`src/rtl/fp8_add_scheduler_pkg.sv`:
```
// Shared types and constants for the fp8 adder scheduler: FSM states,
// e4m3 operand width and the default result timeout.
package fp8_add_scheduler_pkg;

    localparam int E4M3_W          = 8;
    localparam int DEFAULT_TIMEOUT = 15;
    localparam int CNT_W           = 4;

    typedef enum logic [1:0] {
        ST_IDLE,
        ST_LAUNCH,
        ST_WAIT,
        ST_RESP
    } state_t;

endpackage

```
`src/rtl/fp8_add_scheduler_if.sv`:
```
// Requester/consumer bus of the fp8 adder scheduler; master is the
// requester/consumer side, slave is the scheduler.
interface fp8_add_scheduler_if
    import fp8_add_scheduler_pkg::*;
#(
    parameter int NUM_REQ = 4
) ();

    localparam int ID_W = $clog2(NUM_REQ);

    logic [NUM_REQ-1:0]        req_valid;
    logic [E4M3_W*NUM_REQ-1:0] req_a;
    logic [E4M3_W*NUM_REQ-1:0] req_b;
    logic [NUM_REQ-1:0]        req_ready;
    logic                      rsp_valid;
    logic                      rsp_ready;
    logic [E4M3_W-1:0]         rsp_y;
    logic [ID_W-1:0]           rsp_id;
    logic                      rsp_timeout;

    modport master (
        output req_valid, req_a, req_b, rsp_ready,
        input  req_ready, rsp_valid, rsp_y, rsp_id, rsp_timeout
    );

    modport slave (
        input  req_valid, req_a, req_b, rsp_ready,
        output req_ready, rsp_valid, rsp_y, rsp_id, rsp_timeout
    );

endinterface

```
`src/rtl/fp8_add_scheduler_rr_arbiter.sv`:
```
// Combinational round-robin arbiter: searches from last_grant+1 upward,
// wrapping modulo NUM_REQ, and returns a one-hot grant (zero if no request).
module rr_arbiter #(
    parameter  int NUM_REQ = 4,
    localparam int IDW     = $clog2(NUM_REQ)
) (
    input  logic [NUM_REQ-1:0] req,
    input  logic [IDW-1:0]     last_grant,
    output logic [NUM_REQ-1:0] grant
);

    always_comb begin
        int idx;
        grant = '0;
        idx   = 0;
        for (int off = 1; off <= NUM_REQ; off++) begin
            idx = int'(last_grant) + off;
            if (idx >= NUM_REQ) begin
                idx = idx - NUM_REQ;
            end
            if (req[idx[IDW-1:0]] && (grant == '0)) begin
                grant[idx[IDW-1:0]] = 1'b1;
            end
        end
    end

endmodule

```
`src/rtl/fp8_add_scheduler.sv`:
```
// Shares one external e4m3 adder among NUM_REQ requesters: round-robin
// accept, restart the adder, wait for its result (or time out), then respond.
module fp8_add_scheduler
    import fp8_add_scheduler_pkg::*;
#(
    parameter int NUM_REQ = 4,
    parameter int TIMEOUT = DEFAULT_TIMEOUT
) (
    input  logic                clock,
    input  logic                reset,
    fp8_add_scheduler_if.slave  bus,
    output logic                busy,
    output logic [E4M3_W-1:0]   add_a,
    output logic [E4M3_W-1:0]   add_b,
    output logic                add_start,
    input  logic [E4M3_W-1:0]   add_y,
    input  logic                add_valid
);

    localparam int IDW = $clog2(NUM_REQ);

    state_t              state_q, state_d;
    logic [IDW-1:0]      last_grant_q, last_grant_d;
    logic [IDW-1:0]      rsp_id_q, rsp_id_d;
    logic [E4M3_W-1:0]   add_a_q, add_a_d;
    logic [E4M3_W-1:0]   add_b_q, add_b_d;
    logic [CNT_W-1:0]    cnt_q, cnt_d;
    logic [E4M3_W-1:0]   rsp_y_q, rsp_y_d;
    logic                rsp_timeout_q, rsp_timeout_d;
    logic                rsp_valid_q, rsp_valid_d;
    logic                add_start_q, add_start_d;
    logic                busy_q, busy_d;

    logic [NUM_REQ-1:0]  grant;
    logic [IDW-1:0]      sel_idx;
    logic [E4M3_W-1:0]   sel_a;
    logic [E4M3_W-1:0]   sel_b;

    rr_arbiter #(.NUM_REQ(NUM_REQ)) u_arb (
        .req        (bus.req_valid),
        .last_grant (last_grant_q),
        .grant      (grant)
    );

    always_comb begin
        sel_idx = '0;
        sel_a   = '0;
        sel_b   = '0;
        for (int i = 0; i < NUM_REQ; i++) begin
            if (grant[i]) begin
                sel_idx = IDW'(i);
                sel_a   = bus.req_a[i*E4M3_W +: E4M3_W];
                sel_b   = bus.req_b[i*E4M3_W +: E4M3_W];
            end
        end
    end

    // The grant is only offered while idle and out of reset, so a request
    // seen during reset or a busy phase simply waits.
    assign bus.req_ready = (reset && (state_q == ST_IDLE)) ? grant : '0;

    always_comb begin
        state_d       = state_q;
        last_grant_d  = last_grant_q;
        rsp_id_d      = rsp_id_q;
        add_a_d       = add_a_q;
        add_b_d       = add_b_q;
        cnt_d         = cnt_q;
        rsp_y_d       = rsp_y_q;
        rsp_timeout_d = rsp_timeout_q;
        rsp_valid_d   = rsp_valid_q;
        add_start_d   = add_start_q;
        busy_d        = busy_q;
        case (state_q)
            ST_IDLE: begin
                if (grant != '0) begin
                    state_d      = ST_LAUNCH;
                    last_grant_d = sel_idx;
                    rsp_id_d     = sel_idx;
                    add_a_d      = sel_a;
                    add_b_d      = sel_b;
                    add_start_d  = 1'b1;
                    busy_d       = 1'b1;
                end
            end
            ST_LAUNCH: begin
                state_d     = ST_WAIT;
                add_start_d = 1'b0;
                cnt_d       = '0;
            end
            ST_WAIT: begin
                cnt_d = cnt_q + 1'b1;
                // A result arriving on the timeout cycle is still delivered.
                if (add_valid) begin
                    state_d       = ST_RESP;
                    rsp_y_d       = add_y;
                    rsp_timeout_d = 1'b0;
                    rsp_valid_d   = 1'b1;
                end else if (cnt_q == CNT_W'(TIMEOUT)) begin
                    state_d       = ST_RESP;
                    rsp_y_d       = '0;
                    rsp_timeout_d = 1'b1;
                    rsp_valid_d   = 1'b1;
                end
            end
            ST_RESP: begin
                if (bus.rsp_ready) begin
                    state_d     = ST_IDLE;
                    rsp_valid_d = 1'b0;
                    busy_d      = 1'b0;
                end
            end
            default: begin
                state_d = ST_IDLE;
            end
        endcase
    end

    // Reset puts requester 0 first in line and drops any operation in flight.
    always_ff @(posedge clock) begin
        if (!reset) begin
            state_q       <= ST_IDLE;
            last_grant_q  <= IDW'(NUM_REQ - 1);
            rsp_id_q      <= '0;
            add_a_q       <= '0;
            add_b_q       <= '0;
            cnt_q         <= '0;
            rsp_y_q       <= '0;
            rsp_timeout_q <= 1'b0;
            rsp_valid_q   <= 1'b0;
            add_start_q   <= 1'b0;
            busy_q        <= 1'b0;
        end else begin
            state_q       <= state_d;
            last_grant_q  <= last_grant_d;
            rsp_id_q      <= rsp_id_d;
            add_a_q       <= add_a_d;
            add_b_q       <= add_b_d;
            cnt_q         <= cnt_d;
            rsp_y_q       <= rsp_y_d;
            rsp_timeout_q <= rsp_timeout_d;
            rsp_valid_q   <= rsp_valid_d;
            add_start_q   <= add_start_d;
            busy_q        <= busy_d;
        end
    end

    assign bus.rsp_valid   = rsp_valid_q;
    assign bus.rsp_y       = rsp_y_q;
    assign bus.rsp_id      = rsp_id_q;
    assign bus.rsp_timeout = rsp_timeout_q;
    assign busy            = busy_q;
    assign add_a           = add_a_q;
    assign add_b           = add_b_q;
    assign add_start       = add_start_q;

endmodule

```
`src/flat_wrapper.sv`:
```
// flat-port wrapper written by rule: the top's interface ports become plain ports
module fp8_add_scheduler_flat import fp8_add_scheduler_pkg::*;
#(
    parameter int NUM_REQ = 4,
    parameter int TIMEOUT = DEFAULT_TIMEOUT
)
  (clock, reset, busy, add_a, add_b, add_start, add_y, add_valid, bus_req_valid, bus_req_a, bus_req_b, bus_rsp_ready, bus_req_ready, bus_rsp_valid, bus_rsp_y, bus_rsp_id, bus_rsp_timeout);
  fp8_add_scheduler_if #(.NUM_REQ(NUM_REQ)) bus_i ();
  input  logic clock;
  input  logic reset;
  output logic busy;
  output logic [E4M3_W-1:0] add_a;
  output logic [E4M3_W-1:0] add_b;
  output logic add_start;
  input  logic [E4M3_W-1:0] add_y;
  input  logic add_valid;
  input wire logic [$bits(bus_i.req_valid)-1:0] bus_req_valid;
  input wire logic [$bits(bus_i.req_a)-1:0] bus_req_a;
  input wire logic [$bits(bus_i.req_b)-1:0] bus_req_b;
  input wire logic [$bits(bus_i.rsp_ready)-1:0] bus_rsp_ready;
  output wire logic [$bits(bus_i.req_ready)-1:0] bus_req_ready;
  output wire logic [$bits(bus_i.rsp_valid)-1:0] bus_rsp_valid;
  output wire logic [$bits(bus_i.rsp_y)-1:0] bus_rsp_y;
  output wire logic [$bits(bus_i.rsp_id)-1:0] bus_rsp_id;
  output wire logic [$bits(bus_i.rsp_timeout)-1:0] bus_rsp_timeout;
  assign bus_i.req_valid = bus_req_valid;
  assign bus_i.req_a = bus_req_a;
  assign bus_i.req_b = bus_req_b;
  assign bus_i.rsp_ready = bus_rsp_ready;
  assign bus_req_ready = bus_i.req_ready;
  assign bus_rsp_valid = bus_i.rsp_valid;
  assign bus_rsp_y = bus_i.rsp_y;
  assign bus_rsp_id = bus_i.rsp_id;
  assign bus_rsp_timeout = bus_i.rsp_timeout;
  fp8_add_scheduler #(.NUM_REQ(NUM_REQ), .TIMEOUT(TIMEOUT)) u_core (.clock(clock), .reset(reset), .bus(bus_i), .busy(busy), .add_a(add_a), .add_b(add_b), .add_start(add_start), .add_y(add_y), .add_valid(add_valid));
endmodule
```
`config.mk`:
```
export PLATFORM = sky130hd
export DESIGN_NAME = fp8_add_scheduler_flat
export DESIGN_NICKNAME = d
export VERILOG_FILES = /design/src/rtl/fp8_add_scheduler_pkg.sv /design/src/rtl/fp8_add_scheduler_if.sv /design/src/rtl/fp8_add_scheduler_rr_arbiter.sv /design/src/rtl/fp8_add_scheduler.sv /design/src/flat_wrapper.sv
export SDC_FILE = /design/constraint.sdc
export NUM_CORES = 1
export LEC_CHECK = 0
export ABC_AREA = 1
export CORE_MARGIN = 4
export CORE_UTILIZATION = 47
export DETAILED_ROUTE_END_ITERATION = 7
export HOLD_SLACK_MARGIN = 0.05
export PLACE_DENSITY = 0.87
export SYNTH_ARGS = -nofsm -noshare
export SYNTH_HDL_FRONTEND = slang
export SYNTH_SLANG_ARGS = --single-unit
```
`constraint.sdc`:
```
create_clock -name clock -period 6.8 [get_ports clock]
set_input_delay 1.7 -clock clock [delete_from_list [all_inputs] [get_ports clock]]
set_output_delay 1.7 -clock clock [all_outputs]
set_load 0.01 [all_outputs]
```
* After elaboration in Yosys (flattened, before gate mapping)
Index checks and enable logic that the tools add are counted.
** Word-level totals
- Register bits :: 38
- Latch bits :: 0
- RAM bits :: 0
- Memory bits (read-only) :: 0
- Input bits :: 80
- Output and inout bits :: 34
- Word-level logic and storage cells :: 118
- Memories kept :: 0
** Operators by class
- Add/sub/neg operators :: 9
- Multiply operators :: 0
- Divide/modulo/power cells :: 0
- $lt $le $gt $ge :: 12
- Equal/unequal tests :: 7
- Shift-type cells :: 0
- Mux-type cells :: 52
- Bitwise logic cells :: 3
- Reduce and logical (&&, ||, !) cells :: 24
** Operators with widths (count)
- $mux 8 :: 10
- $mux 2 :: 10
- $mux 4 :: 5
- $mux 1 :: 14
- $logic_not 4->1 :: 3
- $lt 2x3->1 const B :: 4
- $or 4x4->4 :: 3
- $reduce_bool 2->1 :: 5
- $ge 3x3->1 const B :: 3
- $reduce_and 3->1 :: 3
- $bmux 1 s2 :: 4
- $demux 1 s2 :: 4
- $ge 2x1->1 const B :: 4
- $logic_and 1x1->1 :: 8
- $pmux 2 s4 :: 1
- $pmux 4 s2 :: 1
- $sub 2x1->2 const B :: 4
- $add 2x2->3 const B :: 2
- $pmux 1 s2 :: 3
- $reduce_and 2->1 :: 3
- $add 2x3->4 const B :: 1
- $add 4x1->4 const B :: 1
- $eq 2x2->1 const B :: 2
- $eq 4x4->1 const B :: 1
- other kinds (7) :: 8

* Depth between registers and ports, before layout
Gate-level depths: netlist of the first run.
- Word-level depth :: 21
- Gate-level depth with buffers :: 22
- Depth with buffers taken out :: 21

* Modules after synthesis
A second synthesis of the first run with hierarchy kept.
** Second synthesis, totals
- Cell total of the unflattened synthesis :: 461
- Area, all modules :: 2865.2 um2
** Modules (own cells, without submodules)
- fp8_add_scheduler :: times used 1, cells an instance 377, area each 2374.8 um2, sequential area each 760.7 um2
- rr_arbiter :: times used 1, cells an instance 84, area each 490.5 um2, sequential area each 0.0 um2

* Worst setup path before layout of the first run
No wires, ideal clock.
- Kind :: input-to-output
- Start point :: input bus_req_valid[0]
- End point :: output bus_req_ready[2]
- Data arrival time :: 3.312 ns
- Data required time :: 5.100 ns
- Setup slack :: 1.788 ns
- Stages on the path :: 19
- Path buffers :: 2
- Cells stage by stage :: inv_1 nand2_1 nand2_1 nand2_1 nand3_2 nand2_1 inv_2 nand3_1 nand2_1 nor2_2 nand3_1 nand2_2 nor2_4 nand3_2 nand2_4 buf_8 buf_4 inv_1 nor2_1
** On the way
- Cells in the longest elaborated chain, start to end :: 13
- Elaborated cells on any way between the ends :: 22
- Those cells by class :: 13 x mux; 3 x bitwise; 6 x reduce/logical
** Ends and longest elaborated chain
- start, declared :: RTL line flat_wrapper.sv:17 : input wire logic [$bits(bus_i.req_valid)-1:0] bus_req_valid;
- $bmux 1 s2 :: RTL line fp8_add_scheduler_rr_arbiter.sv:21 : if (req[idx[IDW-1:0]] && (grant == '0)) begin
- $mux 1 (implied by the code) :: RTL line fp8_add_scheduler_rr_arbiter.sv:21
- $mux 4 :: RTL line fp8_add_scheduler_rr_arbiter.sv:21
- $logic_not 4->1 :: RTL line fp8_add_scheduler_rr_arbiter.sv:21
- $logic_and 1x1->1 :: RTL line fp8_add_scheduler_rr_arbiter.sv:21
- $mux 4 :: RTL line fp8_add_scheduler_rr_arbiter.sv:21
- $logic_not 4->1 :: RTL line fp8_add_scheduler_rr_arbiter.sv:21
- $logic_and 1x1->1 :: RTL line fp8_add_scheduler_rr_arbiter.sv:21
- $mux 4 :: RTL line fp8_add_scheduler_rr_arbiter.sv:21
- $logic_not 4->1 :: RTL line fp8_add_scheduler_rr_arbiter.sv:21
- $logic_and 1x1->1 :: RTL line fp8_add_scheduler_rr_arbiter.sv:21
- $mux 4 (*) :: RTL line fp8_add_scheduler_rr_arbiter.sv:21
- $mux 4 (*) :: RTL line fp8_add_scheduler.sv:60 : assign bus.req_ready = (reset && (state_q == ST_IDLE)) ? grant : '0;
- end, declared :: RTL line flat_wrapper.sv:21 : output wire logic [$bits(bus_i.req_ready)-1:0] bus_req_ready;
Mark *: on every way between the ends. The rest lies on a longest branch, timed or not. The select of a mux whose other input is x is not followed.

* Worst setup path after layout of the first run
Ends and elaborated chain as after synthesis.

==> metrics.md, run 1 <==
| Metric | Value |
|---|---|
| Status | `complete, no violations` |
| Gate Count Post-Synth | `~420` |
| DRT antenna net count | `0` |
| DRC violations left | `0` |
| Setup crit end kind | `output pin` |
| Number of fill cells in the layout | `487` |
| Core Area | `5610 um^2` |
| Distinct cells, synth | `32` |
| Post-Route WL | `between 8 and 9 mm` |
| Pre-antenna DRT Iters | `4` |
| Vias per cell | `5.05` |
| Post-DP HPWL | `between 6 and 7 mm` |
| Yosys reg bits | `38` |
| Post-route cell area | `3970 um^2` |
| FFs w/ async S/R, synth | `0%` |
| CP delay by family, top | `simple AND/OR/NAND/NOR gates` |
| Setup violations, final | `0` |
| Met3 global-route usage | `under 10%` |
| Setup Buffers After CTS | `0` |
| Mux share of post-synthesis cell area | `0%` |
| Fmax | `approximately 170 MHz` |
| Final core occ | `70.8%` |
| Leak | `1.74 nW` |
| Starting density of the core | `49.6%` |
| XOR/XNOR share of the synthesized area | `0%` |
| Final Cycle Share | `88.7%` |
| Unrepaired setup endpoints after global routing | `false` |
| Compound-Gate Fraction of Synth Area | `13.3%` |
| Slowest stage cell, crit path | `clkdlybuf4s50_1` |
| Die Area | `7210 um^2` |
| Worst Hold Depth | `2` |
| Net count, final | `620` |
| Post-Route Setup TNS | `0 ps` |
| Placed cell count | `591` |
| Minimum clock period | `around 6000 ps` |
| # resized after CTS | `0` |
| Synth top area cells | `dfxtp_1, nand2_1, nor2_1, a21oi_1, ha_1` |
| Hold EP | `u_core.bus.rsp_y[7]$_SDFFE_PN0P_` |
| GR Overflow Total | `0` |
| Worst Tran Pin Value | `between 1000 and 1500 ps` |
| Initial antenna violation count | `0` |
| Slew Limit Fails | `0` |
| Critical-path maximum fanout | `20` |
| Final instance count without filler cells | `597` |
| Vias in the first global route | `2923` |
| Post-Synth Simple-Gate Area | `a little over two fifths` |
| Area grow syn2layout | `42.8%` |
| Reg2reg start | `u_core.last_grant_q[0]$_SDFFE_PN1P_` |
| Area leader, netlist | `dfxtp_1` |
| Yosys warns | `0` |
| CTS Sinks | `38` |
| Clock Skew | `5.53 ps` |
| Worst stage delay on the critical path | `540 ps` |
| Chip height | `between 80 and 90 um` |
| Gpl congestion | `about 0.96` |
| Top_reg_cell synth | `dfxtp_1` |
| Final hold vios | `0` |
| Power Dens Cells | `525 nW/um^2` |
| Buffers added on ports | `~110` |
| GR Util met2 | `40.4%` |
| Kind of critical path | `in -> out` |
| Vias post-DR | `3013` |
| Worst Hold Launch | `u_core.bus.rsp_y[7]$_SDFFE_PN0P_` |
| Clock root buffer | `clkbuf_8` |
| CTS tree | `yes` |
| Sequential area share after synthesis | `roughly 27%` |
| Crit path DAT | `roughly 4300 ps` |
| Largest net degree at the start of global routing | `36` |
| CP startpoint kind | `input pin` |
| Skew-Pair Late Insertion Delay | `between 200 and 300 ps` |
| Buf/Inv on CP | `5` |
| Hold-fix buffers at CTS | `0` |
| EDFF count, synth | `0` |
| GRT Overall Usage | `23.3%` |
| Reg2Reg Setup Slack | `3070 ps` |
| Worst-case clock buffer depth | `2` |
| CP Cell Sequence | `clkdlybuf4s50_1 > inv_1 > nand2_1 > nand2_1 > nand2_1 > nand3_2 > nand2_1 > inv_2 > nand3_1 > nand2_1 > nor2_2 > nand3_1 > nand2_2 > nor2_4 > nand3_2 > nand2_4 > inv_1 > nor2_1 > clkdlybuf4s50_1` |
| Slew HR | `23.8%` |
| Synth top area share | `27.4%` |
| Die width | `84.9 um` |
| Syn Nets | `513` |
| Largest family of logic cells by synthesized area | `simple AND/OR/NAND/NOR gates` |
| Mapped Avg Cell Area | `6.64 um^2` |
| Wire per inst | `14.0 um` |
| Peak supply drop | `0.311 mV` |
| Met1 usage | `28.4%` |
| Post-synthesis adder-cell area fraction | `6.30%` |
| Post-Syn Area | `2780 um^2` |
| Max-cap violation count | `0` |
| IO Count | `114` |
| First-pass GRT wire length | `13.8 mm` |
| Most common cell on crit path | `nand2_1` |
| Reg2reg path depth | `20` |
| Ant diodes | `0` |
| Num rows | `27` |
| Hold Path Class | `reg -> reg` |
| Starting DRT DRC Count | `180` |
| CTS Buf Count | `5` |
| Share of layout cells above drive strength 1 | `13.1%` |
| H-tree Lvls | `2` |
| WP data required | `5100 ps` |
| Gr busiest metal | `met2` |
| Dpl cell area | `3890 um^2` |
| Clk pin slew, worst setup/hold paths | `70 ps` |
| FF-to-FF End | `u_core.last_grant_q[1]$_SDFFE_PN1P_` |
-- metal layers --
metal | share of wire (%) | vias up
met2 | 48 | 115
met3 | 7.0 | 12
met1 | 43 | 1348
met5 | 0 | -
met4 | 1.8 | 0
li1 | - | 1538
-- layout make-up --
type	count	area (um^2)	area share (%)
clock buffers	6	82.6	2.08
well taps	72	90.1	2.27
multi-input cells	317	1710	43.1
inverters	50	190	4.79
repair buffers	114	1140	28.7
flip-flops and latches	38	761	19.1
-- synth_stat cells (3+ instances only) --
master / n
nand2_1: 109
nor2_1: 57
inv_1: 42
a21oi_1: 39
dfxtp_1: 38
nand3_1: 23
nand2_2: 17
ha_1: 14
nand3_2: 14
a21oi_2: 9
nor3_1: 8
inv_2: 6
nor2_2: 5
buf_4: 4
buf_6: 3
clkbuf_1: 3
nand2_4: 3
o211ai_1: 3
o21ai_1: 3
-- logic make-up after synthesis --
group | Yosys count
AND/OR/NAND/NOR | 242
buffers and inverters | 64
AO/OA/AOI/OAI | 61
flip-flops | 38
adder cells (fa/ha/maj) | 14
-- power breakdown --
group | switching (W) | total, W | leakage (nW) | internal (W)
Combinational | 0.00105 | 0.00162 | 1.38 | 0.000569
Sequential | 0.0000374 | 0.000318 | 0.311 | 0.000280
Clock | 0.0000743 | 0.000153 | 0.0431 | 0.0000782
-- state kept, by name, indices dropped and copies added, names as in the netlist --
name                    count
u_core.add_a                8
u_core.bus.rsp_y            8
u_core.add_start            1
u_core.state_q              2
u_core.add_b                8
u_core.bus.rsp_valid        1
u_core.cnt_q                4
u_core.bus.rsp_id           2
u_core.bus.rsp_timeout      1
u_core.last_grant_q         2
u_core.busy                 1
-- placed cells by master, fill, tap and decap left out, drive strengths merged --
cell           instances
a21oi                 48
a31oi                  2
buf                    1
clkbuf                 6
clkdlybuf4s50        113
clkinv                 1
dfxtp                 38
ha                    14
inv                   49
nand2                129
nand3                 37
nor2                  66
nor3                   8
o211ai                 3
o21a                   1
o21ai                  5
o31ai                  2
or2                    2
-- through the flow --
| stage | hold WS, ps | power [W] | setup WS (ps) |
|---|---|---|---|
| floorplan | 483 | 0.00164 | 1790 |
| global placement | 447 | 0.00188 | 910 |
| detailed placement | 454 | 0.00192 | 782 |
| CTS | 467 | 0.00208 | 788 |
| global route | 489 | 0.00229 | 522 |
| finish | 463 | 0.00209 | 771 |
-- worst min-delay path, cell delays in order (launching register included) --
cell     delay, ps
dfxtp_1        310
nand2_1         60
a21oi_1         50
-- worst max-delay path by stage --
| stage | slack, ps | startpoint | depth (start not counted) | end |
|---|---|---|---|---|
| after floorplan | 1790 | bus_req_valid[0] | 19 | bus_req_ready[2] |
| after detailed placement | 780 | bus_req_valid[0] | 19 | bus_req_ready[2] |
| after global routing | 520 | bus_req_valid[1] | 19 | bus_req_ready[2] |
| final | 770 | bus_req_valid[0] | 19 | bus_req_ready[2] |
| after CTS | 790 | bus_req_valid[0] | 19 | bus_req_ready[2] |
| after global placement | 910 | bus_req_valid[3] | 18 | bus_req_ready[2] |
(Power assumes the default switching activity.)
==> inputs of run 2 (changes only) <==
--- a/config.mk
+++ b/config.mk
@@ -6,11 +6,13 @@
 export NUM_CORES = 1
 export LEC_CHECK = 0
 export ABC_AREA = 1
+export CAP_MARGIN = 20
 export CORE_MARGIN = 4
-export CORE_UTILIZATION = 47
+export CORE_UTILIZATION = 48
 export DETAILED_ROUTE_END_ITERATION = 7
 export HOLD_SLACK_MARGIN = 0.05
 export PLACE_DENSITY = 0.87
 export SYNTH_ARGS = -nofsm -noshare
 export SYNTH_HDL_FRONTEND = slang
+export SYNTH_HIERARCHICAL = 1
 export SYNTH_SLANG_ARGS = --single-unit
==> constraint.sdc (replaced) <==
create_clock -name clock -period 6.8 [get_ports clock]
set_input_delay 1.7 -clock clock [delete_from_list [all_inputs] [get_ports clock]]
set_output_delay 1.7 -clock clock [all_outputs]
set_load 0.1 [all_outputs]
==> run 2 against run 1 <==
Worst hold slack got worse by 2.4 ps. Wire length up 6.0%. Register-to-register slack worse by 180 ps.
==> metrics.md, run 2 <==
| Metric | Value |
|---|---|
| Setup crit end kind | `output pin` |
| Area grow syn2layout | `43.9%` |
| Post-synth top cells | `nand2_1, inv_1, nand3_1, nor2_1, dfxtp_1` |
| GR Overflow Total | `0 (unchanged)` |
| Gate Count Post-Synth | `461 (+10%)` |
| Top_reg_cell synth | `dfxtp_1` |
| Minimum clock period | `6020 ps (-13.6 ps)` |
| Fmax | `166 MHz (+0.23%)` |
| CTS Buf Count | `5 (unchanged)` |
| Setup Buffers After CTS | `0 (unchanged)` |
| Clk pin slew, worst setup/hold paths | `70 ps (about the same)` |
| Gpl congestion | `0.916 (-4.9%)` |
| Ant diodes | `0 (unchanged)` |
| Initial antenna violation count | `0 (unchanged)` |
| GRT Overall Usage | `24.0% (+0.70 points)` |
| Post-DP HPWL | `6.64 mm (+5.3%)` |
| CTS Sinks | `38 (unchanged)` |
| Vias per cell | `5.07 (+0.46%)` |
| Slew HR | `30.8% (+7.0 points)` |
| Wire per inst | `13.8 um (-1.1%)` |
| Buffers added on ports | `113 (unchanged)` |
| DRT antenna net count | `0 (unchanged)` |
| Status | `complete, no violations` |
| IO Count | `114 (unchanged)` |
| Setup violations, final | `0 (unchanged)` |
| Most common cell after layout, fill and taps aside | `nand2_1` |
| Commonest non-fill, non-tap cells in the layout | `nand2_1, clkdlybuf4s50_1, inv_1, nand3_1, nor2_1` |
| Most frequent cell after synthesis | `nand2_1` |
| Max-cap violation count | `0 (unchanged)` |
| Largest net degree at the start of global routing | `27 (-25%)` |
| Synth top area share | `26.6% (-0.80 points)` |
| Die Area | `7270 um^2 (+0.79%)` |
| # resized after CTS | `0 (unchanged)` |
| Starting density of the core | `50.8% (+1.2 points)` |
| First-pass GRT wire length | `14.4 mm (+4.3%)` |
| Yosys warns | `6 (+6)` |
| Worst-case clock buffer depth | `2 (unchanged)` |
| Core Area | `5640 um^2 (+0.60%)` |
| Worst Tran Pin Value | `1030 ps (-107 ps)` |
| EDFF count, synth | `0 (unchanged)` |
| Chip height | `85.3 um (+0.39%)` |
| Post-Route Setup TNS | `0 ps (unchanged)` |
| Crit path DAT | `4320 ps (about the same)` |
| Distinct cells, synth | `30 (-6.3%)` |
| Final hold vios | `0 (unchanged)` |
| Pre-antenna DRT Iters | `5 (+1)` |
| Post-Syn Area | `2870 um^2 (+3.0%)` |
| WP data required | `5100 ps (about the same)` |
| Syn Nets | `555 (+8.2%)` |
| H-tree Lvls | `2 (unchanged)` |
| Synth top area cells | `dfxtp_1, nand2_1, nand3_1, inv_1, ha_1` |
| Kind of critical path | `in -> out` |
| Clock root buffer | `clkbuf_8` |
| Die width | `85.3 um (+0.39%)` |
| Yosys reg bits | `38 (unchanged)` |
| Starting DRT DRC Count | `143 (-21%)` |
| Clock Skew | `8.37 ps (+2.84 ps)` |
| Final Cycle Share | `88.5% (-0.20 points)` |
| Area leader, netlist | `dfxtp_1` |
| FFs w/ async S/R, synth | `0% (unchanged)` |
| Hold Path Class | `reg -> reg` |
| CP startpoint kind | `input pin` |
| Slew Limit Fails | `0 (unchanged)` |
| DRC violations left | `0 (unchanged)` |
| Num rows | `27 (unchanged)` |
| Critical-path maximum fanout | `20 (unchanged)` |
| Post-Route WL | `8.84 mm (+6.0%)` |
| Sequential area share after synthesis | `26.6% (-0.80 points)` |
| Hold-fix buffers at CTS | `0 (unchanged)` |
| Share of layout cells above drive strength 1 | `10.2% (-2.9 points)` |
| Vias in the first global route | `3077 (+5.3%)` |
| Net count, final | `661 (+6.6%)` |
| Mapped Avg Cell Area | `6.22 um^2 (-6.4%)` |
| Unrepaired setup endpoints after global routing | `false` |
| Vias post-DR | `3245 (+7.7%)` |
| CTS tree | `yes` |
| Skew-Pair Late Insertion Delay | `300 ps (about the same)` |
-- run 2: cell count changes after synthesis, sizes merged, moves of 7 or more --
cell   delta
nor2     -14
a21oi    -16
buf       +7
inv      +10
nor3      -7
nand2    +40
nand3    +25
-- run 2: cells by family (layout without fill, tap and decap cells) --
| group | count (synthesis) | in the layout | share of synthesized area, % |
|---|---|---|---|
| AOI/OAI and AO/OA | 39 | 39 | 8.30 |
| xor gates and xnor gates | 2 | 2 | 0.611 |
| adders and majority gates | 14 | 14 | 6.11 |
| buffers and inverters | 81 | 188 | 13.3 |
| DFF | 38 | 38 | 26.6 |
| and+or+nand+nor | 287 | 287 | 45.1 |
-- run 2: area by class of cell --
type | count | area, um^2
clock buffers | 5 | 68.8
flip-flops and latches | 38 | 761
well taps | 72 | 90.1
clock inverters | 3 | 45.0
multi-input cells | 342 | 1720
repair buffers | 119 | 1200
fillers | 452 | 1520
inverters | 61 | 231
-- run 2: metal layers --
layer  part of all wire [%]  routed length [um]  track usage (%)  vias to the layer above
met3                    9.8                 865             6.89                       18
li1                       -                   -                -                     1633
met4                    1.7                 147             5.90                        0
met1                     41                3630             28.9                     1455
met2                     47                4200             41.8                      139
met5                      0                   0                0                        -
-- run 2: worst paths after layout --
kind,startpoint,endpoint,slack (ps),cells past startpoint
setup / recovery,bus_req_valid[3],bus_req_ready[2],780,19
hold / removal,u_core/busy$_SDFFE_PN0P_,u_core/busy$_SDFFE_PN0P_,460,2
hold reg to reg,u_core/busy$_SDFFE_PN0P_,u_core/busy$_SDFFE_PN0P_,460,2
setup reg to reg,u_core/last_grant_q[0]$_SDFFE_PN1P_,u_core/add_b[0]$_SDFFE_PN0P_,2890,21
-- run 2: worst max-delay path, stage by stage --
cell and delay [ps]:
clkdlybuf4s50_1 530, nand2_1 90, nand3_1 110, nand2_1 50, inv_1 60, nand2_2 50, inv_2 70, nand3_1 90
nand2_2 120, nor2_1 60, nand3_1 90, nand3_1 100, nor2_2 160, nand3_1 110, nand2_1 70, buf_4 270
inv_4 140, nor2_1 220, buf_12 210
-- run 2: through the flow --
stage | instance area, um^2 | instances | setup slack, ps | hold slack (ps) | utilization (%)
after detailed placement | 4010 | 632 | 845 | 451 | 71.1
after floorplan | 2870 | 461 | 552 | 461 | -
after CTS | 4120 | 640 | 831 | 469 | 73.1
after global placement | 4010 | 632 | 1010 | 434 | 71.1
final | 4120 | 640 | 785 | 461 | 73.1
after global routing | 4120 | 640 | 613 | 490 | 73.1
Power of run 2 is not shown: default switching activity piles up to over one toggle a cycle in this logic, so the estimate is an artifact.
==> inputs of run 3 (changes only) <==
--- a/config.mk
+++ b/config.mk
@@ -9,6 +9,7 @@
 export CAP_MARGIN = 20
 export CORE_MARGIN = 4
 export CORE_UTILIZATION = 48
+export CTS_CLUSTER_DIAMETER = 40
 export DETAILED_ROUTE_END_ITERATION = 7
 export HOLD_SLACK_MARGIN = 0.05
 export PLACE_DENSITY = 0.87
==> results of run 3 <==
The final DEF is identical to that of run 2; final timing and power are the same.
Power of run 3 is left out for the same reason.
